[src/rtl/sym_vn_lut_load_ctrl_pkg.sv]
// Shared widths, timing constants and FSM state type for the symmetric VN LUT reload controller.
package sym_vn_lut_load_ctrl_pkg;
  localparam int unsigned QUAN_SIZE   = 4;
  localparam int unsigned PAGE_ADDR_W = 6;
  localparam int unsigned PAGE_NUM    = 2 ** PAGE_ADDR_W;
  localparam int unsigned ENTRY_CNT_W = PAGE_ADDR_W + 1;
  localparam int unsigned DRAIN_CYC   = 2;
  localparam int unsigned DRAIN_W     = $clog2(DRAIN_CYC + 1);

  typedef enum logic [1:0] {
    IDLE  = 2'd0,
    LOAD  = 2'd1,
    ARMED = 2'd2,
    DRAIN = 2'd3
  } ld_state_e;
endpackage

[src/rtl/sym_vn_lut_load_ctrl_if.sv]
// Entry stream plus LUT page-write port; master is the reload controller, slave is the peer side.
interface sym_vn_lut_load_ctrl_if;
  import sym_vn_lut_load_ctrl_pkg::*;

  logic [QUAN_SIZE-1:0]   in_data;
  logic                   in_valid;
  logic                   in_ready;
  logic [QUAN_SIZE-1:0]   lut_in_bank0;
  logic [QUAN_SIZE-1:0]   lut_in_bank1;
  logic [PAGE_ADDR_W-1:0] page_write_addr;
  logic                   write_addr_offset;
  logic                   we;

  modport master (
    input  in_data, in_valid,
    output in_ready, lut_in_bank0, lut_in_bank1, page_write_addr, write_addr_offset, we
  );

  modport slave (
    output in_data, in_valid,
    input  in_ready, lut_in_bank0, lut_in_bank1, page_write_addr, write_addr_offset, we
  );
endinterface

[src/rtl/sym_vn_lut_pack.sv]
// Pairs even/odd LUT entries into one page write {bank1,bank0}; the write issues the cycle after the odd entry.
module sym_vn_lut_pack
  import sym_vn_lut_load_ctrl_pkg::*;
(
  input  logic                   write_clk,
  input  logic                   rstn,
  input  logic                   clear,
  input  logic                   in_ready,
  input  logic                   in_valid,
  input  logic [QUAN_SIZE-1:0]   in_data,
  output logic                   we,
  output logic [PAGE_ADDR_W-1:0] page_write_addr,
  output logic [QUAN_SIZE-1:0]   lut_in_bank0,
  output logic [QUAN_SIZE-1:0]   lut_in_bank1,
  output logic                   last_accept
);
  logic [ENTRY_CNT_W-1:0] k;
  logic [QUAN_SIZE-1:0]   held;
  logic                   accept;

  assign accept      = in_valid & in_ready;
  assign last_accept = accept & (k == '1);

  always_ff @(posedge write_clk) begin
    if (!rstn) begin
      k               <= '0;
      held            <= '0;
      we              <= 1'b0;
      page_write_addr <= '0;
      lut_in_bank0    <= '0;
      lut_in_bank1    <= '0;
    end else begin
      we <= 1'b0;
      if (clear) begin
        k <= '0;
      end else if (accept) begin
        k <= k + ENTRY_CNT_W'(1);
        if (!k[0]) begin
          held <= in_data;
        end else begin
          we              <= 1'b1;
          page_write_addr <= k[ENTRY_CNT_W-1:1];
          lut_in_bank0    <= held;
          lut_in_bank1    <= in_data;
        end
      end
    end
  end
endmodule

[src/rtl/sym_vn_lut_load_ctrl.sv]
// Double-buffered reload sequencer for the symmetric VN LUT: load shadow set, swap at iteration boundary, drain.
module sym_vn_lut_load_ctrl
  import sym_vn_lut_load_ctrl_pkg::*;
(
  input  logic                          write_clk,
  input  logic                          rstn,
  input  logic                          load_start,
  input  logic                          iter_boundary,
  sym_vn_lut_load_ctrl_if.master        bus,
  output logic                          read_addr_offset,
  output logic                          busy,
  output logic                          swap_done,
  output logic                          err_start
);
  ld_state_e          state, state_nx;
  logic [DRAIN_W-1:0] drain_cnt, drain_cnt_nx;
  logic               clear, swap, last_accept;

  sym_vn_lut_pack u_pack (
    .write_clk       (write_clk),
    .rstn            (rstn),
    .clear           (clear),
    .in_ready        (bus.in_ready),
    .in_valid        (bus.in_valid),
    .in_data         (bus.in_data),
    .we              (bus.we),
    .page_write_addr (bus.page_write_addr),
    .lut_in_bank0    (bus.lut_in_bank0),
    .lut_in_bank1    (bus.lut_in_bank1),
    .last_accept     (last_accept)
  );

  always_comb begin
    state_nx     = state;
    drain_cnt_nx = drain_cnt;
    clear        = 1'b0;
    swap         = 1'b0;
    case (state)
      IDLE: begin
        if (load_start) begin
          state_nx = LOAD;
          clear    = 1'b1;
        end
      end
      LOAD: begin
        if (last_accept) state_nx = ARMED;
      end
      ARMED: begin
        if (iter_boundary) begin
          state_nx     = DRAIN;
          swap         = 1'b1;
          drain_cnt_nx = DRAIN_W'(DRAIN_CYC);
        end
      end
      default: begin
        // Leave DRAIN on the cycle the count reaches zero, so DRAIN lasts exactly DRAIN_CYC cycles.
        if (drain_cnt <= DRAIN_W'(1)) begin
          state_nx     = IDLE;
          drain_cnt_nx = '0;
        end else begin
          drain_cnt_nx = drain_cnt - DRAIN_W'(1);
        end
      end
    endcase
  end

  always_ff @(posedge write_clk) begin
    if (!rstn) begin
      state                 <= IDLE;
      drain_cnt             <= '0;
      read_addr_offset      <= 1'b0;
      bus.write_addr_offset <= 1'b1;
      bus.in_ready          <= 1'b0;
      busy                  <= 1'b0;
      swap_done             <= 1'b0;
      err_start             <= 1'b0;
    end else begin
      state     <= state_nx;
      drain_cnt <= drain_cnt_nx;
      if (swap) begin
        read_addr_offset      <= ~read_addr_offset;
        bus.write_addr_offset <= ~bus.write_addr_offset;
      end
      swap_done    <= swap;
      busy         <= (state_nx != IDLE);
      bus.in_ready <= (state_nx == LOAD);
      if (load_start && (state != IDLE)) err_start <= 1'b1;
    end
  end
endmodule

[src/flat_wrapper.sv]
// flat-port wrapper written by rule: the top's interface ports become plain ports
module sym_vn_lut_load_ctrl_flat import sym_vn_lut_load_ctrl_pkg::*;
  (write_clk, rstn, load_start, iter_boundary, read_addr_offset, busy, swap_done, err_start, bus_in_data, bus_in_valid, bus_in_ready, bus_lut_in_bank0, bus_lut_in_bank1, bus_page_write_addr, bus_write_addr_offset, bus_we);
  sym_vn_lut_load_ctrl_if bus_i ();
  input  logic write_clk;
  input  logic rstn;
  input  logic load_start;
  input  logic iter_boundary;
  output logic read_addr_offset;
  output logic busy;
  output logic swap_done;
  output logic err_start;
  input wire logic [$bits(bus_i.in_data)-1:0] bus_in_data;
  input wire logic [$bits(bus_i.in_valid)-1:0] bus_in_valid;
  output wire logic [$bits(bus_i.in_ready)-1:0] bus_in_ready;
  output wire logic [$bits(bus_i.lut_in_bank0)-1:0] bus_lut_in_bank0;
  output wire logic [$bits(bus_i.lut_in_bank1)-1:0] bus_lut_in_bank1;
  output wire logic [$bits(bus_i.page_write_addr)-1:0] bus_page_write_addr;
  output wire logic [$bits(bus_i.write_addr_offset)-1:0] bus_write_addr_offset;
  output wire logic [$bits(bus_i.we)-1:0] bus_we;
  assign bus_i.in_data = bus_in_data;
  assign bus_i.in_valid = bus_in_valid;
  assign bus_in_ready = bus_i.in_ready;
  assign bus_lut_in_bank0 = bus_i.lut_in_bank0;
  assign bus_lut_in_bank1 = bus_i.lut_in_bank1;
  assign bus_page_write_addr = bus_i.page_write_addr;
  assign bus_write_addr_offset = bus_i.write_addr_offset;
  assign bus_we = bus_i.we;
  sym_vn_lut_load_ctrl u_core (.write_clk(write_clk), .rstn(rstn), .load_start(load_start), .iter_boundary(iter_boundary), .bus(bus_i), .read_addr_offset(read_addr_offset), .busy(busy), .swap_done(swap_done), .err_start(err_start));
endmodule
[config.mk]
export PLATFORM = sky130hd
export DESIGN_NAME = sym_vn_lut_load_ctrl_flat
export DESIGN_NICKNAME = d
export VERILOG_FILES = /design/src/rtl/sym_vn_lut_load_ctrl_pkg.sv /design/src/rtl/sym_vn_lut_load_ctrl_if.sv /design/src/rtl/sym_vn_lut_pack.sv /design/src/rtl/sym_vn_lut_load_ctrl.sv /design/src/flat_wrapper.sv
export SDC_FILE = /design/constraint.sdc
export NUM_CORES = 1
export LEC_CHECK = 0
export ABC_AREA = 1
export BUFFER_PORTS_ARGS = -buffer_cell sky130_fd_sc_hd__buf_2
export CELL_PAD_IN_SITES_DETAIL_PLACEMENT = 1
export CELL_PAD_IN_SITES_GLOBAL_PLACEMENT = 1
export CORE_MARGIN = 2
export CORE_UTILIZATION = 30
export DETAILED_ROUTE_END_ITERATION = 10
export HOLD_SLACK_MARGIN = 0.1
export PLACE_DENSITY_LB_ADDON = 0.08
export REMOVE_ABC_BUFFERS = 1
export SYNTH_ARGS = -nofsm -noshare
export SYNTH_HDL_FRONTEND = slang
export SYNTH_SLANG_ARGS = --single-unit
export TNS_END_PERCENT = 10
[constraint.sdc]
create_clock -name write_clk -period 1.3 [get_ports write_clk]
set_clock_uncertainty 0.2 [all_clocks]
set_input_delay 0.195 -clock write_clk [delete_from_list [all_inputs] [get_ports write_clk]]
set_output_delay 0.195 -clock write_clk [all_outputs]
set_load 0.1 [all_outputs]
==> reports/results.txt, run 1 <==
Status -> finished, violations left
Failing checks -> negative setup slack
Final setup fails -> 19
Fraction of layout cells with a size suffix above 1 -> 47.4%
Final nets -> 244
Final period util -> 104%
Congestion Overflow GR -> 0
Slew Limit Fails -> 0
Post-synthesis cell type count -> 25
Reg2reg start -> u_core.u_pack.k[1]$_SDFFE_PP0P_
Max FO, Critical Path -> 4
Core Rows -> 25
Routed Antenna Nets -> 0
Reg2reg path depth -> 6
Fmax -> 739 MHz
Register Area -> 738 sq um
RSZ-0062 raised after global routing -> yes
Die outline width -> 75.4 um
Synth Warn # -> 0
Ports -> 30
Power Density -> 899 mW/mm^2
Worst R2R End -> u_core.u_pack.k[5]$_SDFFE_PP0P_
Synth Register Bits -> 36
Design area -> 0.00241 sq mm
Worst-margin pin slew -> 0.244 ns
Initial antenna violation count -> 0
Fill count -> 577
CTS Sinks -> 36
Length of the first detailed-routing pass in iterations -> 4
CTS buffer count -> 5
Vias in the first global route -> 1378
H-tree levels -> 2
Setup ws final -> -0.0539 ns
Routed wire length per instance -> 13.0 um
# diodes -> 0
Vias per cell -> 4.48
Initial Util -> 31.8%
Worst setup SP type -> register
Mapped Area -> 0.00153 sq mm
Core area -> 0.00482 sq mm
Clock tree buffer depth -> 2
Cells after synthesis -> 177
HP Class -> in -> reg
Vias after detailed routing -> 1348
Root Buffer -> clkbuf_8
Most common cell after layout, fill and taps aside -> dfxtp_1
Hold Path Stages -> 3
Hold Startpoint -> rstn
CP Class -> reg -> reg
Area Overhead vs Synth -> 57.6%
Detailed placer's ending HPWL -> 2920 um
Initial DRC count -> 37
Chip height -> 75.4 um
Placed insts -> 286
Final hold violation count -> 0
All-Layer GR Usage -> 14.9%
Clock latency on the worst-skew pair -> 0.28 ns
Post-Layout Cell Count -> 301
Leak -> 0.000963 uW
WP data required -> 1.28 ns
CTS tree -> done
VDD IR-drop max -> 431 uV
Mean Syn Cell Area -> 8.65 sq um
Final min period -> 1.35 ns
Hold endpoint -> u_core.swap_done$_SDFF_PN0_
Sum of negative setup slack -> -0.361 ns
Max-cap violations -> 0
Multi-input logic area -> 751 sq um
Rel. slew slack -> 83.7%
FF-to-FF setup slack -> -0.05 ns
Worst path arrival time -> 1.33 ns
DRC viols -> 0
Pin count of the biggest net entering global routing -> 16
CP endpoint kind -> register
Final WL -> 3910 um
Routability Congestion -> 0.699
Port Buf Inserts -> 29
Post-synthesis sequential area ratio -> 47.1%
Worst-path clk slew -> 0.07 ns
Commonest non-fill, non-tap cells in the layout -> dfxtp_1 (26), buf_12 (22), nand2_1 (20), nor2_1 (17), nand3_1 (17)
DIE AREA -> 0.00569 sq mm
First-pass GRT wire length -> 6310 um
Dpl cell area -> 0.00216 sq mm
-- synthesized netlist by cell type, drive strengths merged --
cell type,n,area [sq um]
a221oi,1,8.76
nor3b,1,12.5
nor3,1,10.0
a21oi,24,158
nor2,24,134
xor2,1,8.76
dfxtp,36,721
ha,1,12.5
nand3,19,100
or2,1,8.76
inv,17,63.8
buf,5,61.3
nand2,38,188
a31o,1,8.76
o21ai,7,35.0
-- how the worst max path moves through the flow --
stage | from | end | slack (ns) | cells past startpoint
finish | u_core.u_pack.k[1]$_SDFFE_PP0P_ | u_core.u_pack.k[5]$_SDFFE_PP0P_ | -0.05 | 6
global route | u_core.u_pack.k[1]$_SDFFE_PP0P_ | u_core.u_pack.k[5]$_SDFFE_PP0P_ | -0.12 | 6
CTS | u_core.u_pack.k[1]$_SDFFE_PP0P_ | u_core.u_pack.k[5]$_SDFFE_PP0P_ | -0.05 | 6
detailed placement | u_core.u_pack.k[0]$_SDFFE_PP0P_ | u_core.bus.in_ready$_SDFF_PN0_ | -0.12 | 8
global placement | u_core.u_pack.k[0]$_SDFFE_PP0P_ | u_core.bus.in_ready$_SDFF_PN0_ | -0.06 | 8
floorplan | u_core.bus.in_ready$_SDFF_PN0_ | u_core.u_pack.lut_in_bank0[3]$_SDFFE_PN0P_ | -0.83 | 5
-- area by class of cell --
cell class | instances | share of cell area (%)
Clock buffer | 6 | 3.01
Clock inverter | 1 | 0.207
Inverter | 17 | 2.85
Multi-Input combinational cell | 119 | 31.1
Sequential cell | 36 | 30.6
Tap cell | 67 | 3.48
Timing Repair Buffer | 55 | 28.7
-- through the flow --
step	setup slack [ns]	hold slack (ns)	utilization, %	total power (uW)
final	-0.0539	0.0859	50.1	2170
after global routing	-0.120	0.0959	50.1	2280
after CTS	-0.0519	0.0864	48.8	2180
after detailed placement	-0.120	0.274	44.9	1410
after global placement	-0.0552	0.268	44.9	1410
after floorplan	-0.835	0.126	-	1300
-- critical path: stages, from the launching register on --
cell,delay [ns]
dfxtp_2,0.36
buf_4,0.11
buf_4,0.11
nor3b_4,0.24
nand3_1,0.11
nand2_1,0.08
nor2_1,0.04
-- metal layers --
| metal | share of wire, % | global-route usage [%] | vias up |
|---|---|---|---|
| li1 | - | - | 686 |
| met1 | 42 | 17.6 | 638 |
| met2 | 54 | 25.7 | 19 |
| met3 | 3.2 | 4.89 | 5 |
| met4 | 1.2 | 4.68 | 0 |
| met5 | 0 | 0 | - |
-- registers in the layout (all words and copies together) (netlist names) --
register                       flops
u_core.read_addr_offset            1
u_core.u_pack.k                    7
u_core.u_pack.held                 4
u_core.u_pack.page_write_addr      6
u_core.busy                        1
u_core.err_start                   1
u_core.state                       2
u_core.u_pack.we                   1
u_core.u_pack.lut_in_bank1         4
u_core.swap_done                   1
u_core.bus.write_addr_offset       1
u_core.u_pack.lut_in_bank0         4
u_core.drain_cnt                   2
u_core.bus.in_ready                1
-- what timing repair did --
action | 4_1_cts | 5_1_grt
buffers inserted | 1 | 0
resized for setup | 14 | 20
endpoints found under the setup margin | 30 | 39
pin swaps | 4 | 9
hold buffers | 6 | 1
hold endpoints to repair | 10 | 2
-- power breakdown --
group	internal (uW)	switching, uW	leakage, uW
Clock	364	384	0.0000410
Sequential	1120	19.6	0.000296
Combinational	112	170	0.000627
-- cells by family after synthesis --
| logic type | share of synthesized area (%) |
|---|---|
| AOI/OAI and AO/OA | 13.7 |
| xor gates and xnor gates | 0.572 |
| adders and majority gates | 0.818 |
| buffers and inverters | 8.18 |
| DFF | 47.1 |
| and+or+nand+nor | 29.6 |
(Power assumes the default switching activity.)
==> inputs of run 2 (changes only) <==
Settings changed: CORE_UTILIZATION 30 to 36.
==> run 2 against run 1 <==
  * Highest routed layer unchanged
  * Core utilization is 12 points higher
  * Via count is 2.8% higher
  * First-iteration DRC count is 57% higher
  * Largest power group unchanged
  * The run still ends with negative setup slack left
  * Fmax is 1.4% lower
  * Final area is 4.2% higher
  * Combinational power is 6% higher
  * Critical path type unchanged
  * Non-clock buffer count is 1 lower
  * Register-to-register slack worse by 0.02 ns
  * Sequential cell count stayed put
  * Clock-buffer cell count is 1 lower
  * Routed wire length is 13% higher
  * Die area is 16% lower
==> reports/results.txt, run 2 (synthesis results as in run 1) <==
Initial Util -> 37.7% (was 31.8%)
Length of the first detailed-routing pass in iterations -> 4 (unchanged)
Area Overhead vs Synth -> 64.3% (was 57.6%)
Final period util -> 106% (was 104%)
HP Class -> in -> reg (unchanged)
RSZ-0062 raised after global routing -> yes (unchanged)
Vias in the first global route -> 1387 (was 1378)
Met3 wire len -> 129 um (was 125 um)
# diodes -> 0 (unchanged)
CTS tree -> done (unchanged)
VDD IR-drop max -> 688 uV (was 431 uV)
Initial antenna violation count -> 0 (unchanged)
Fmax -> 728 MHz (was 739 MHz)
Vias per cell -> 4.88 (was 4.48)
Rel. slew slack -> 84.1% (was 83.7%)
H-tree levels -> 2 (unchanged)
Max FO, Critical Path -> 5 (was 4)
Core Rows -> 23 (was 25)
Largest register FFs -> 7 (unchanged)
Pin count of the biggest net entering global routing -> 16 (unchanged)
Core area -> 0.00406 sq mm (was 0.00482 sq mm)
Final WL -> 4400 um (was 3910 um)
Worst-margin pin slew -> 0.239 ns (was 0.244 ns)
Ports -> 30 (unchanged)
DIE AREA -> 0.00479 sq mm (was 0.00569 sq mm)
Routed Antenna Nets -> 0 (unchanged)
Commonest non-fill, non-tap cells in the layout -> dfxtp_1 (28), buf_12 (22), nor2_1 (18), nand2_1 (18), nand2_2 (16) (was dfxtp_1 (26), buf_12 (22), nand2_1 (20), nor2_1 (17), nand3_1 (17))
Largest Register -> u_core.u_pack.k (unchanged)
CTS buffer count -> 5 (unchanged)
Final hold violation count -> 0 (unchanged)
Biggest registers after layout -> u_core.u_pack.k x7, u_core.u_pack.page_write_addr x6 (unchanged)
Worst path arrival time -> 1.39 ns (was 1.33 ns)
Initial DRC count -> 58 (was 37)
WP data required -> 1.32 ns (was 1.28 ns)
Detailed placer's ending HPWL -> 2690 um (was 2920 um)
Fraction of layout cells with a size suffix above 1 -> 54.7% (was 47.4%)
Register Area -> 736 sq um (was 738 sq um)
Clock tree buffer depth -> 2 (unchanged)
Root Buffer -> clkbuf_8 (unchanged)
Vias after detailed routing -> 1386 (was 1348)
Failing checks -> negative setup slack (unchanged)
All-Layer GR Usage -> 16.4% (was 14.9%)
Final min period -> 1.37 ns (was 1.35 ns)
First-pass GRT wire length -> 6270 um (was 6310 um)
Worst-path clk slew -> 0.08 ns (was 0.07 ns)
Clock latency on the worst-skew pair -> 0.30 ns (was 0.28 ns)
Fill count -> 450 (was 577)
Sum of negative setup slack -> -0.602 ns (was -0.361 ns)
Worst setup SP type -> register (unchanged)
M1 WL -> 1870 um (was 1630 um)
Chip height -> 69.2 um (was 75.4 um)
Port Buf Inserts -> 29 (unchanged)
Final nets -> 243 (was 244)
Congestion Overflow GR -> 0 (unchanged)
Hold Buf Count CTS -> 5 (was 6)
Die outline width -> 69.2 um (was 75.4 um)
Setup ws final -> -0.0734 ns (was -0.0539 ns)
CP endpoint kind -> register (unchanged)
Leak -> 0.000981 uW (was 0.000963 uW)
Hold WS -> 0.0497 ns (was 0.0859 ns)
Routability Congestion -> 0.841 (was 0.699)
Dpl cell area -> 0.00213 sq mm (was 0.00216 sq mm)
Most common cell after layout, fill and taps aside -> dfxtp_1 (unchanged)
Design area -> 0.00251 sq mm (was 0.00241 sq mm)
Routed wire length per instance -> 15.5 um (was 13.0 um)
CTS Sinks -> 36 (unchanged)
Fin util -> 61.9% (was 50.1%)
Final Power -> 2440 uW (was 2170 uW)
Status -> finished, violations left (unchanged)
Slew Limit Fails -> 0 (unchanged)
Top Metal Used -> met4 (unchanged)
Multi-input logic area -> 840 sq um (was 751 sq um)
CP Class -> reg -> reg (unchanged)
Power Density -> 971 mW/mm^2 (was 899 mW/mm^2)
Max-cap violations -> 0 (unchanged)
Routed wl met2 -> 2350 um (was 2110 um)
DRC viols -> 0 (unchanged)
Final setup fails -> 20 (was 19)
==> run 2: area by class of cell <==
class / count / share of cell area (%)
Clock buffer: 5 / 2.74
Clock inverter: 3 / 1.69
Inverter: 17 / 2.74
Multi-Input combinational cell: 119 / 33.4
Sequential cell: 36 / 29.3
Tap cell: 50 / 2.49
Timing Repair Buffer: 54 / 27.7
==> run 2: path summary, 6_finish.rpt <==
| kind | startpoint | to | slack, ns | depth (start not counted) |
|---|---|---|---|---|
| max | u_core.bus.in_ready$_SDFF_PN0_ | u_core.u_pack.held[2]$_SDFFE_PN0P_ | -0.07 | 6 |
| min | rstn | u_core.u_pack.page_write_addr[0]$_SDFFE_PN0P_ | 0.05 | 3 |
| max reg2reg | u_core.bus.in_ready$_SDFF_PN0_ | u_core.u_pack.held[2]$_SDFFE_PN0P_ | -0.07 | 6 |
| min reg2reg | u_core.u_pack.held[3]$_SDFFE_PN0P_ | u_core.u_pack.lut_in_bank0[3]$_SDFFE_PN0P_ | 0.29 | 2 |
==> run 2: stage by stage <==
stage / setup WS [ns] / instances
after global placement: -0.0216 / 268
after CTS: -0.0774 / 283
after detailed placement: -0.0996 / 268
final: -0.0734 / 284
after global routing: -0.173 / 284
after floorplan: -0.835 / 172
==> run 2: where the power goes <==
group / leakage (uW) / internal, uW / total [uW] / switching, uW
sequential: 0.000294 / 1120 / 1140 / 22.6
clock: 0.0000541 / 568 / 1000 / 433
combinational: 0.000633 / 110 / 298 / 189
==> run 2: repair_timing <==
action	4_1_cts	5_1_grt
hold endpoints to repair	12	3
setup buffers	2	1
endpoints found under the setup margin	29	40
pin swaps	3	18
gates resized for setup	13	41
==> run 2: routing by layer <==
| layer | global-route usage (%) | vias to the layer above |
|---|---|---|
| met3 | 4.51 | 4 |
| met1 | 18.8 | 673 |
| met2 | 29.0 | 26 |
| li1 | - | 683 |
| met4 | 5.88 | 0 |
| met5 | 0 | - |
==> run 2: critical path: stages (launching register included) <==
cell,delay [ns]
dfxtp_4,0.39
nand2_4,0.10
nor2_1,0.15
nand2_2,0.11
inv_1,0.15
nor2_1,0.06
nor2_1,0.14
==> inputs of run 3 (changes only) <==
Settings changed: CORE_MARGIN 2 to 5, CORE_UTILIZATION 36 to 38, CTS_BUF_LIST set to sky130_fd_sc_hd__clkbuf_8.
==> run 3 against run 2 <==
  * The flow still finishes with violations (negative setup slack)
  * Via count increased by 0.14%
  * Global-route usage rose by 3.2 points
  * Worst hold slack improved by 0.061 ns
  * Critical path depth stayed put
  * Clock-buffer cell count unchanged
  * Total power down 10%
  * Final area down 2.9%
  * Setup slack got worse by 0.014 ns
  * Critical path type unchanged
==> reports/results.txt, run 3 (synthesis results as in run 1) <==
Internal power -> 1580 uW (was 1800 uW)
DRC viols -> 0 (unchanged)
Die outline width -> 73.5 um (was 69.2 um)
Commonest non-fill, non-tap cells in the layout -> buf_12 (22), dfxtp_1 (22), nand2_1 (21), nor2_1 (18), buf_4 (16) (was dfxtp_1 (28), buf_12 (22), nor2_1 (18), nand2_1 (18), nand2_2 (16))
Biggest registers after layout -> u_core.u_pack.k x7, u_core.u_pack.page_write_addr x6 (unchanged)
Dpl cell area -> 0.00215 sq mm (was 0.00213 sq mm)
Net Sw Frac -> 27.6% (was 26.4%)
DIE AREA -> 0.00540 sq mm (was 0.00479 sq mm)
WP data required -> 1.30 ns (was 1.32 ns)
Failing checks -> negative setup slack (unchanged)
Fmax -> 721 MHz (was 728 MHz)
Largest register FFs -> 7 (unchanged)
Largest Register -> u_core.u_pack.k (unchanged)
Final hold violation count -> 0 (unchanged)
Place WS -> -0.150 ns (was -0.0996 ns)
Core area -> 0.00394 sq mm (was 0.00406 sq mm)
Length of the first detailed-routing pass in iterations -> 4 (unchanged)
Routability Congestion -> 0.857 (was 0.841)
Clock tree buffer depth -> 2 (unchanged)
Setup ws final -> -0.0879 ns (was -0.0734 ns)
Clock latency on the worst-skew pair -> 0.29 ns (was 0.30 ns)
Design area -> 0.00244 sq mm (was 0.00251 sq mm)
Rel. slew slack -> 77.2% (was 84.1%)
Fin util -> 61.9% (about the same)
Initial DRC count -> 39 (was 58)
Worst-path clk slew -> 0.07 ns (was 0.08 ns)
CTS tree -> done (unchanged)
Initial Util -> 38.8% (was 37.7%)
Vias per cell -> 4.89 (was 4.88)
Net switching power -> 604 uW (was 644 uW)
Slew Limit Fails -> 0 (unchanged)
Chip height -> 73.5 um (was 69.2 um)
Initial antenna violation count -> 0 (unchanged)
Final setup fails -> 20 (unchanged)
RSZ-0062 raised after global routing -> yes (unchanged)
Max-cap violations -> 0 (unchanged)
Port Buf Inserts -> 29 (unchanged)
Core Rows -> 23 (unchanged)
Comb pwr share -> 13.5% (was 12.2%)
CTS Sinks -> 36 (unchanged)
Vias after detailed routing -> 1388 (was 1386)
Vias in the first global route -> 1512 (was 1387)
Ports -> 30 (unchanged)
Status -> finished, violations left (unchanged)
Fraction of layout cells with a size suffix above 1 -> 53.4% (was 54.7%)
# diodes -> 0 (unchanged)
Worst-margin pin slew -> 0.341 ns (was 0.239 ns)
Detailed placer's ending HPWL -> 3190 um (was 2690 um)
Cell mode on critical path -> buf_6 (was nor2_1)
VDD IR-drop max -> 571 uV (was 688 uV)
Clock group share of total power -> 34.4% (was 41.0%)
Worst setup SP type -> register (unchanged)
Final min period -> 1.39 ns (was 1.37 ns)
Max FO, Critical Path -> 5 (unchanged)
Worst path arrival time -> 1.39 ns (about the same)
Root Buffer -> clkbuf_8 (unchanged)
Slowest CP cell -> dfxtp_4 (unchanged)
CP Cell Sequence -> buf_6 > inv_6 > nor2_8 > buf_6 > nand3_1 > a21oi_1 (was nand2_4 > nor2_1 > nand2_2 > inv_1 > nor2_1 > nor2_1)
Sequential share of power -> 52.1% (was 46.8%)
First-pass GRT wire length -> 7720 um (was 6270 um)
Final nets -> 244 (was 243)
Hold WS -> 0.111 ns (was 0.0497 ns)
Leak -> 0.000970 uW (was 0.000981 uW)
HP Class -> in -> reg (unchanged)
CP endpoint kind -> register (unchanged)
H-tree levels -> 2 (unchanged)
Routed Antenna Nets -> 0 (unchanged)
Final period util -> 107% (was 106%)
Routed wire length per instance -> 17.5 um (was 15.5 um)
Largest incremental delay on the critical path -> 0.37 ns (was 0.39 ns)
CP Class -> reg -> reg (unchanged)
All-Layer GR Usage -> 19.5% (was 16.4%)
Congestion Overflow GR -> 0 (unchanged)
Fill count -> 444 (was 450)
Final WL -> 4980 um (was 4400 um)
Pin count of the biggest net entering global routing -> 16 (unchanged)
CTS buffer count -> 5 (unchanged)
Power Density -> 897 mW/mm^2 (was 971 mW/mm^2)
Area Overhead vs Synth -> 59.4% (was 64.3%)
[run 3: cell types whose count changed in the layout (fill, tap and decap cells not counted), moves of 2 or more]
| cell | change |
|---|---|
| a21oi_2 | -2 |
| nand3_4 | -2 |
| dfxtp_1 | -6 |
| nand2_1 | +3 |
| nand2_2 | -2 |
| dfxtp_2 | +5 |
| buf_4 | +2 |
| a21oi_1 | +2 |
| nand3_1 | +3 |
[run 3: worst paths after layout]
kind         depth (start not counted)  slack (ns)                                  startpoint                                         end
max                                  6       -0.09             u_core.u_pack.k[0]$_SDFFE_PP0P_  u_core.u_pack.lut_in_bank1[1]$_SDFFE_PN0P_
min reg2reg                          2        0.29  u_core.u_pack.lut_in_bank0[1]$_SDFFE_PN0P_  u_core.u_pack.lut_in_bank0[1]$_SDFFE_PN0P_
max reg2reg                          6       -0.09             u_core.u_pack.k[0]$_SDFFE_PP0P_  u_core.u_pack.lut_in_bank1[1]$_SDFFE_PN0P_
min                                  3        0.11                                        rstn               u_core.err_start$_SDFFE_PN0P_
[run 3: final cells by class]
cell class	instances	area, sq um	share of cell area [%]
timing repair buffer	55	696	28.5
inverter	17	68.8	2.82
clock buffer	5	68.8	2.82
clock inverter	2	8.76	0.359
tap	50	62.6	2.56
multi-input combinational	119	790	32.4
sequential	36	746	30.6
[run 3: what timing repair did]
action                                 CTS  global route
pin swaps                               17             6
resized for setup                       34            14
hold buffers                             5             0
setup buffers                            1             1
endpoints found under the hold margin   11             0
setup endpoints to repair               32            37
[run 3: layer usage]
metal | GRT usage [%] | part of all wire [%] | up-vias
li1 | - | - | 686
met1 | 21.0 | 38 | 665
met2 | 35.6 | 56 | 26
met3 | 5.20 | 3.8 | 11
met4 | 7.85 | 2.4 | 0
met5 | 0 | 0 | -
[run 3: power by group through the flow]
| stage | clock, uW | combinational [uW] | sequential, uW |
|---|---|---|---|
| after global routing | 803 | 313 | 1140 |
| after floorplan | 0 | 85.1 | 1220 |
| after CTS | 760 | 284 | 1140 |
| after detailed placement | 0 | 255 | 1160 |
| final | 753 | 296 | 1140 |
| after global placement | 0 | 249 | 1160 |
[run 3: worst max-delay path: cells and delay by family, from the launching register on]
| kind | cells | cell delay [ns] |
|---|---|---|
| buffers and inverters | 3 | 0.29 |
| AO/OA/AOI/OAI | 1 | 0.18 |
| flip-flops | 1 | 0.37 |
| AND/OR/NAND/NOR | 2 | 0.25 |
[run 3: per-stage QoR]
| stage | TNS, ns | cells | power [uW] |
|---|---|---|---|
| after floorplan | -23.18 | 172 | 1300 |
| after global placement | -0.122 | 270 | 1410 |
| after detailed placement | -1.65 | 270 | 1420 |
| after CTS | -0.385 | 283 | 2180 |
| after global routing | -2.37 | 284 | 2260 |
| final | -0.824 | 284 | 2190 |
